## src/rtl/fifo_arb_pkg.sv

```systemverilog
// fifo_arb_pkg
//   Shared definitions for the FIFO write-port arbiter:
//     arb_state_t - arbiter FSM encoding (IDLE / GRANT)
//     STATS_W     - width of the optional per-requester beat counters
//     id_width()  - bit width needed to index N items (never below 1)
package fifo_arb_pkg;

    typedef enum logic {
        IDLE  = 1'b0,
        GRANT = 1'b1
    } arb_state_t;

    localparam int STATS_W = 16;

    function automatic int id_width(input int n);
        return (n > 1) ? $clog2(n) : 1;
    endfunction

endpackage

```

## src/rtl/fifo_wr_arbiter_rr_pick.sv

```systemverilog
// rr_pick
//   Combinational round-robin picker. Returns the first set bit of req,
//   searching upward from last_id+1 and wrapping modulo N_REQ, so the
//   requester named by last_id is considered last.
// Ports:
//   req      in  N_REQ  request vector
//   last_id  in  ID_W   most recently served requester
//   next_id  out ID_W   selected requester (0 when no request)
//   any_req  out 1      at least one request bit is set
module rr_pick
    import fifo_arb_pkg::*;
#(
    parameter int N_REQ = 4
) (
    input  logic [N_REQ-1:0]           req,
    input  logic [id_width(N_REQ)-1:0] last_id,
    output logic [id_width(N_REQ)-1:0] next_id,
    output logic                       any_req
);

    localparam int ID_W = id_width(N_REQ);

    logic [ID_W-1:0] idx;
    logic            found;

    always_comb begin
        next_id = '0;
        found   = 1'b0;
        idx     = '0;
        for (int k = 1; k <= N_REQ; k++) begin
            idx = ID_W'((int'(last_id) + k) % N_REQ);
            if (!found && req[idx]) begin
                found   = 1'b1;
                next_id = idx;
            end
        end
        any_req = |req;
    end

endmodule

```

## src/rtl/fifo_wr_arbiter.sv

```systemverilog
// fifo_wr_arbiter
//   Shares one FIFO write port among N_REQ valid/ready requesters using
//   round-robin arbitration with bursts of at most MAX_BURST beats. One
//   arbitration cycle (IDLE) separates consecutive grants. fifo_full stalls
//   the granted requester without releasing its grant.
// Ports:
//   clk         in   write-domain clock
//   rst         in   asynchronous active-high reset
//   src_valid   in   N_REQ        per-requester valid
//   src_data    in   N_REQ*WIDTH  requester i at [i*WIDTH +: WIDTH]
//   src_ready   out  N_REQ        per-requester accept (at most one high)
//   fifo_full   in   FIFO full flag
//   wr_en       out  FIFO write enable
//   wr_data     out  WIDTH        FIFO write data (don't-care when !wr_en)
//   gnt_valid   out  a grant is held
//   gnt_id      out  index of the granted requester
// Optional (macro FIFO_ARB_STATS_EN):
//   stats_clr   in   synchronous clear of all beat counters
//   beat_cnt_o  out  N_REQ*16     saturating accepted-beat counters
module fifo_wr_arbiter
    import fifo_arb_pkg::*;
#(
    parameter int WIDTH     = 8,
    parameter int N_REQ     = 4,
    parameter int MAX_BURST = 4
) (
    input  logic                       clk,
    input  logic                       rst,
    input  logic [N_REQ-1:0]           src_valid,
    input  logic [N_REQ*WIDTH-1:0]     src_data,
    output logic [N_REQ-1:0]           src_ready,
    input  logic                       fifo_full,
    output logic                       wr_en,
    output logic [WIDTH-1:0]           wr_data,
    output logic                       gnt_valid,
    output logic [id_width(N_REQ)-1:0] gnt_id
`ifdef FIFO_ARB_STATS_EN
    ,
    input  logic                       stats_clr,
    output logic [N_REQ*STATS_W-1:0]   beat_cnt_o
`endif
);

    localparam int ID_W = id_width(N_REQ);
    localparam int BC_W = id_width(MAX_BURST);

    arb_state_t      state, state_nxt;
    logic [ID_W-1:0] gnt_id_nxt;
    logic [ID_W-1:0] last_id, last_id_nxt;
    logic [ID_W-1:0] pick_id;
    logic [BC_W-1:0] beat_cnt, beat_cnt_nxt;
    logic            any_req;
    logic            sel_valid;
    logic [WIDTH-1:0] src_arr [N_REQ];

    for (genvar i = 0; i < N_REQ; i++) begin : g_unpack
        assign src_arr[i] = src_data[i*WIDTH +: WIDTH];
    end

    rr_pick #(
        .N_REQ (N_REQ)
    ) u_pick (
        .req     (src_valid),
        .last_id (last_id),
        .next_id (pick_id),
        .any_req (any_req)
    );

    assign sel_valid = src_valid[gnt_id];
    assign wr_data   = src_arr[gnt_id];
    assign gnt_valid = (state == GRANT);

    // last_id resets to the top index so requester 0 wins the first arbitration.
    always_ff @(posedge clk or posedge rst) begin
        if (rst) begin
            state    <= IDLE;
            gnt_id   <= '0;
            last_id  <= ID_W'(N_REQ - 1);
            beat_cnt <= '0;
        end else begin
            state    <= state_nxt;
            gnt_id   <= gnt_id_nxt;
            last_id  <= last_id_nxt;
            beat_cnt <= beat_cnt_nxt;
        end
    end

    always_comb begin
        state_nxt    = state;
        gnt_id_nxt   = gnt_id;
        last_id_nxt  = last_id;
        beat_cnt_nxt = beat_cnt;
        src_ready    = '0;
        wr_en        = 1'b0;
        case (state)
            IDLE: begin
                if (any_req) begin
                    gnt_id_nxt   = pick_id;
                    beat_cnt_nxt = '0;
                    state_nxt    = GRANT;
                end
            end
            GRANT: begin
                src_ready[gnt_id] = !fifo_full;
                wr_en             = sel_valid && !fifo_full;
                if (wr_en) begin
                    beat_cnt_nxt = beat_cnt + 1'b1;
                end
                // A stalled beat (fifo_full) neither counts nor releases;
                // a dropped valid releases immediately.
                if ((wr_en && beat_cnt == BC_W'(MAX_BURST - 1)) || !sel_valid) begin
                    last_id_nxt = gnt_id;
                    state_nxt   = IDLE;
                end
            end
            default: state_nxt = IDLE;
        endcase
    end

`ifdef FIFO_ARB_STATS_EN
    for (genvar i = 0; i < N_REQ; i++) begin : g_stats
        logic [STATS_W-1:0] cnt;

        // Clear wins over a same-cycle increment; counters stick at all-ones.
        always_ff @(posedge clk or posedge rst) begin
            if (rst) begin
                cnt <= '0;
            end else if (stats_clr) begin
                cnt <= '0;
            end else if (wr_en && gnt_id == ID_W'(i) && cnt != '1) begin
                cnt <= cnt + 1'b1;
            end
        end

        assign beat_cnt_o[i*STATS_W +: STATS_W] = cnt;
    end
`endif

endmodule

```

## config.mk

```make
export PLATFORM = sky130hd
export DESIGN_NAME = fifo_wr_arbiter
export DESIGN_NICKNAME = d
export VERILOG_FILES = /design/src/rtl/fifo_arb_pkg.sv /design/src/rtl/fifo_wr_arbiter_rr_pick.sv /design/src/rtl/fifo_wr_arbiter.sv
export SDC_FILE = /design/constraint.sdc
export NUM_CORES = 1
export LEC_CHECK = 0
export CAP_MARGIN = 25
export CORE_MARGIN = 2
export CORE_UTILIZATION = 33
export CTS_CLUSTER_SIZE = 12
export DETAILED_ROUTE_END_ITERATION = 10
export GPL_ROUTABILITY_DRIVEN = 1
export GPL_TIMING_DRIVEN = 0
export PLACE_DENSITY = 0.86
export SLEW_MARGIN = 20
export SYNTH_ARGS = -nofsm -noshare
export SYNTH_HDL_FRONTEND = slang
export SYNTH_SLANG_ARGS = --single-unit
```

## constraint.sdc

```tcl
create_clock -name clk -period 2.3 [get_ports clk]
set_input_delay 0.69 -clock clk [delete_from_list [all_inputs] [get_ports clk]]
set_output_delay 0.69 -clock clk [all_outputs]
set_load 0.01 [all_outputs]
```

==> impl_metrics.py <==
metrics = {
    "yosys": {
        "synth_cell_types": 32,
        "yosysWarnings": 0,
        "netlist.top_cell.by_area": "dfrtp_1",
        "synthArstFlopShare_pct": 100,
        "synth_flop_cell": "dfrtp_1",
        "synth_area_leaders": "dfrtp_1 (17%), mux4_2 (16%), mux4_1 (11%)",
        "synth-seq-cells": 7,
        "ys_seq_area_share_pct": 24.8,
        "synth_edf_count": 0,
        "syn_avg_cell_area_sq_um": 10.7,
        "synth_cells": 67,
        "synth_area_sq_um": 717,
        "synth_nets": 107,
        "synth_top_cell_area_share_pct": 17.5,
        "yosysMostFrequentCell": "nor2_1",
    },
    "sta": {
        "slew-limit-headroom_pct": 73.4,
        "clock-skew-final_ns": 0.0103,
        "fin_tns_setup_ns": 0,
        "setup_viol": 0,
        "tightestPinTransition_ns": 0.395,
        "period_share_pct": 97.7,
        "drv_slew": 0,
        "hold_viol_final": 0,
        "finalCriticalPeriod_ns": 2.25,
        "rsz0062_at_grt": "yes",
        "fmaxAchievable_ghz": 0.445,
    },
    "place": {
        "numPortBuffers": 54,
        "postPlaceCellArea_sq_um": 1290,
        "gp_congestion": 0.821,
        "dpl.cell_count": 148,
        "dpl.hpwl_um": 1980,
    },
    "clocking": {
        "clock_sinks": 7,
        "numCtsBuffers": 3,
        "clockBufferDepth": 2,
        "clk_pin_slew_ns": 0.05,
        "ctsHtreeMaxLevel": 1,
        "clock-root-buffer": "clkbuf_4",
        "clk_latency_ns": 0.26,
        "cts_tree": "yes",
        "cts_hold_buf": 0,
    },
    "critical_path": {
        "r2r-start": "gnt_id[0]",
        "path_class": "input pin to primary output",
        "crit_buf_inv": 3,
        "cp_data_required_time_ns": 1.61,
        "critPathMaxFanout": 6,
        "cp_cell_sequence": "clkdlybuf4s15_1, mux2_2, inv_1, o21ai_4, buf_6",
        "crit_path_max_incr_delay_ns": 0.33,
        "arrival_ns": 1.56,
        "critPathSlowestCell": "mux2_2",
        "critPathCaptureType": "primary output",
        "start_kind": "input pin",
        "startpoint": "src_valid[1]",
        "path_delay_family": "buffers and inverters",
    },
    "floorplan": {
        "fp.dieW_um": 50.6,
        "core_sq_um": 2000,
        "start_util_pct": 35.8,
        "num_rows": 16,
        "dieArea_sq_um": 2560,
        "fp.dieH_um": 50.6,
        "ios": 55,
    },
    "job": {
        "maxCapViolCount": 0,
    },
    "layout": {
        "fin_nets": 168,
        "fill_cells": 176,
        "drive_gt1_share_pct": 29.9,
        "areaGrowthSynthToFinish_pct": 80.5,
        "stdcell_count": 154,
        "stdcell_area_sq_um": 1290,
        "utilization_pct": 64.6,
        "antenna_cells": 0,
    },
    "routing": {
        "vias": 789,
        "dr.first_iter.drc_count": 24,
        "drtPass1Iterations": 4,
        "routedWlPerCell_um": 15.7,
        "viasPerCell": 5.12,
        "ant_nets": 0,
        "wl_um": 2420,
        "route.detailed.drc": 0,
    },
    "worst_hold_path": {
        "min-delay-start": "beat_cnt[0]",
        "hp-class": "flip-flop to flip-flop",
    },
    "global_routing": {
        "antenna_found_initial": 0,
        "grt_pass1_wl_um": 3670,
        "grt_max_degree": 11,
        "grt_util_all_layers_pct": 19.4,
        "gr-total-overflow": 0,
        "grt_pass1_vias": 790,
    },
    "power_and_ir_drop": {
        "power_mw": 1.37,
        "peakVddDrop_v": 0.000578,
        "leakage_nw": 0.624,
        "p_per_area_nw_per_um2": 1060,
    },
    "status": {
        "status": "completed",
    },
}
## metrics by stage
stage                     hold WS, ns  setup slack [ns]
after floorplan                 0.449             0.315
after global placement          0.470            -0.709
after detailed placement        0.495            -0.729
after CTS                       0.502            0.0176
after global routing            0.525         -0.000776
final                           0.498            0.0537
## placed cells by master, fill, tap and decap left out, drive strengths merged, types with 2 or more instances in the layout
cell type      synthesis  final
inv                    5      5
a21oi                  3      3
mux4                   8      8
dlygate4sd2            0     36
nand2b                 4      4
o21ai                  6      6
mux2                   4      4
buf                    3     18
nor2b                  3      3
clkdlybuf4s15          0      2
clkbuf                 1      3
dfstp                  2      2
clkdlybuf4s50          0      4
dfrtp                  5      5
nand2                  5      5
nor2                   6      6
## timing repair
| action | 4_1_cts | 5_1_grt |
|---|---|---|
| setup endpoints to repair | 13 | 7 |
| buffers inserted | 2 | 0 |
| pin swaps | 1 | 0 |
| resized for setup | 102 | 5 |
## area by class of cell
type | count | area [sq um] | area share, %
plain buffers | 4 | 43.8 | 3.38
clock buffers | 3 | 22.5 | 1.74
clock inverters | 1 | 5.00 | 0.387
inverters | 5 | 18.8 | 1.45
multi-input cells | 51 | 485 | 37.5
flip-flops and latches | 7 | 178 | 13.7
well taps | 27 | 33.8 | 2.61
repair buffers | 56 | 507 | 39.2
## layer usage
| metal | track usage [%] | share of wire, % | vias up |
|---|---|---|---|
| li1 | - | - | 372 |
| met1 | 21.2 | 39 | 379 |
| met2 | 35.1 | 50 | 38 |
| met4 | 5.86 | 0 | 0 |
| met3 | 6.55 | 11 | 0 |
| met5 | 0 | 0 | - |
## cell families after synthesis
family                     after synthesis  share of synthesized area, %
adders and majority gates                1                          1.74
DFF                                      7                          24.8
buffers and inverters                    9                          6.46
and+or+nand+nor                         22                          17.1
AOI/OAI and AO/OA                       15                          15.0
muxes                                   13                          34.9
## final timing paths
path | endpoint | slack (ns) | cells after the start
worst max register to register | beat_cnt[1] | 0.62 | 6
max in group asynchronous | last_id[0] | 1.38 | 2
min in group asynchronous | beat_cnt[1] | 0.65 | 2
worst max-delay path | wr_en | 0.05 | 5
worst min register to register | beat_cnt[0] | 0.50 | 1
worst min-delay path | beat_cnt[0] | 0.50 | 1
## worst reg2reg max path, stage by stage (launching register included)
cell      delay [ns]
dfrtp_1         0.38
buf_6           0.14
or3b_4          0.39
nand2b_4        0.16
o21ai_4         0.06
buf_4           0.14
mux2_4          0.29
## power breakdown
part	total (mW)	leakage [nW]	switching [mW]	internal (mW)
Combinational	1.00	0.524	0.415	0.589
Sequential	0.252	0.0824	0.0551	0.197
Clock	0.117	0.0177	0.0531	0.0639
## sequential cells by signal (all words and copies together) (netlist names)
register and flops:
beat_cnt 2, last_id 2, gnt_id 2, gnt_valid 1
Power figures use the tool's default switching activity.
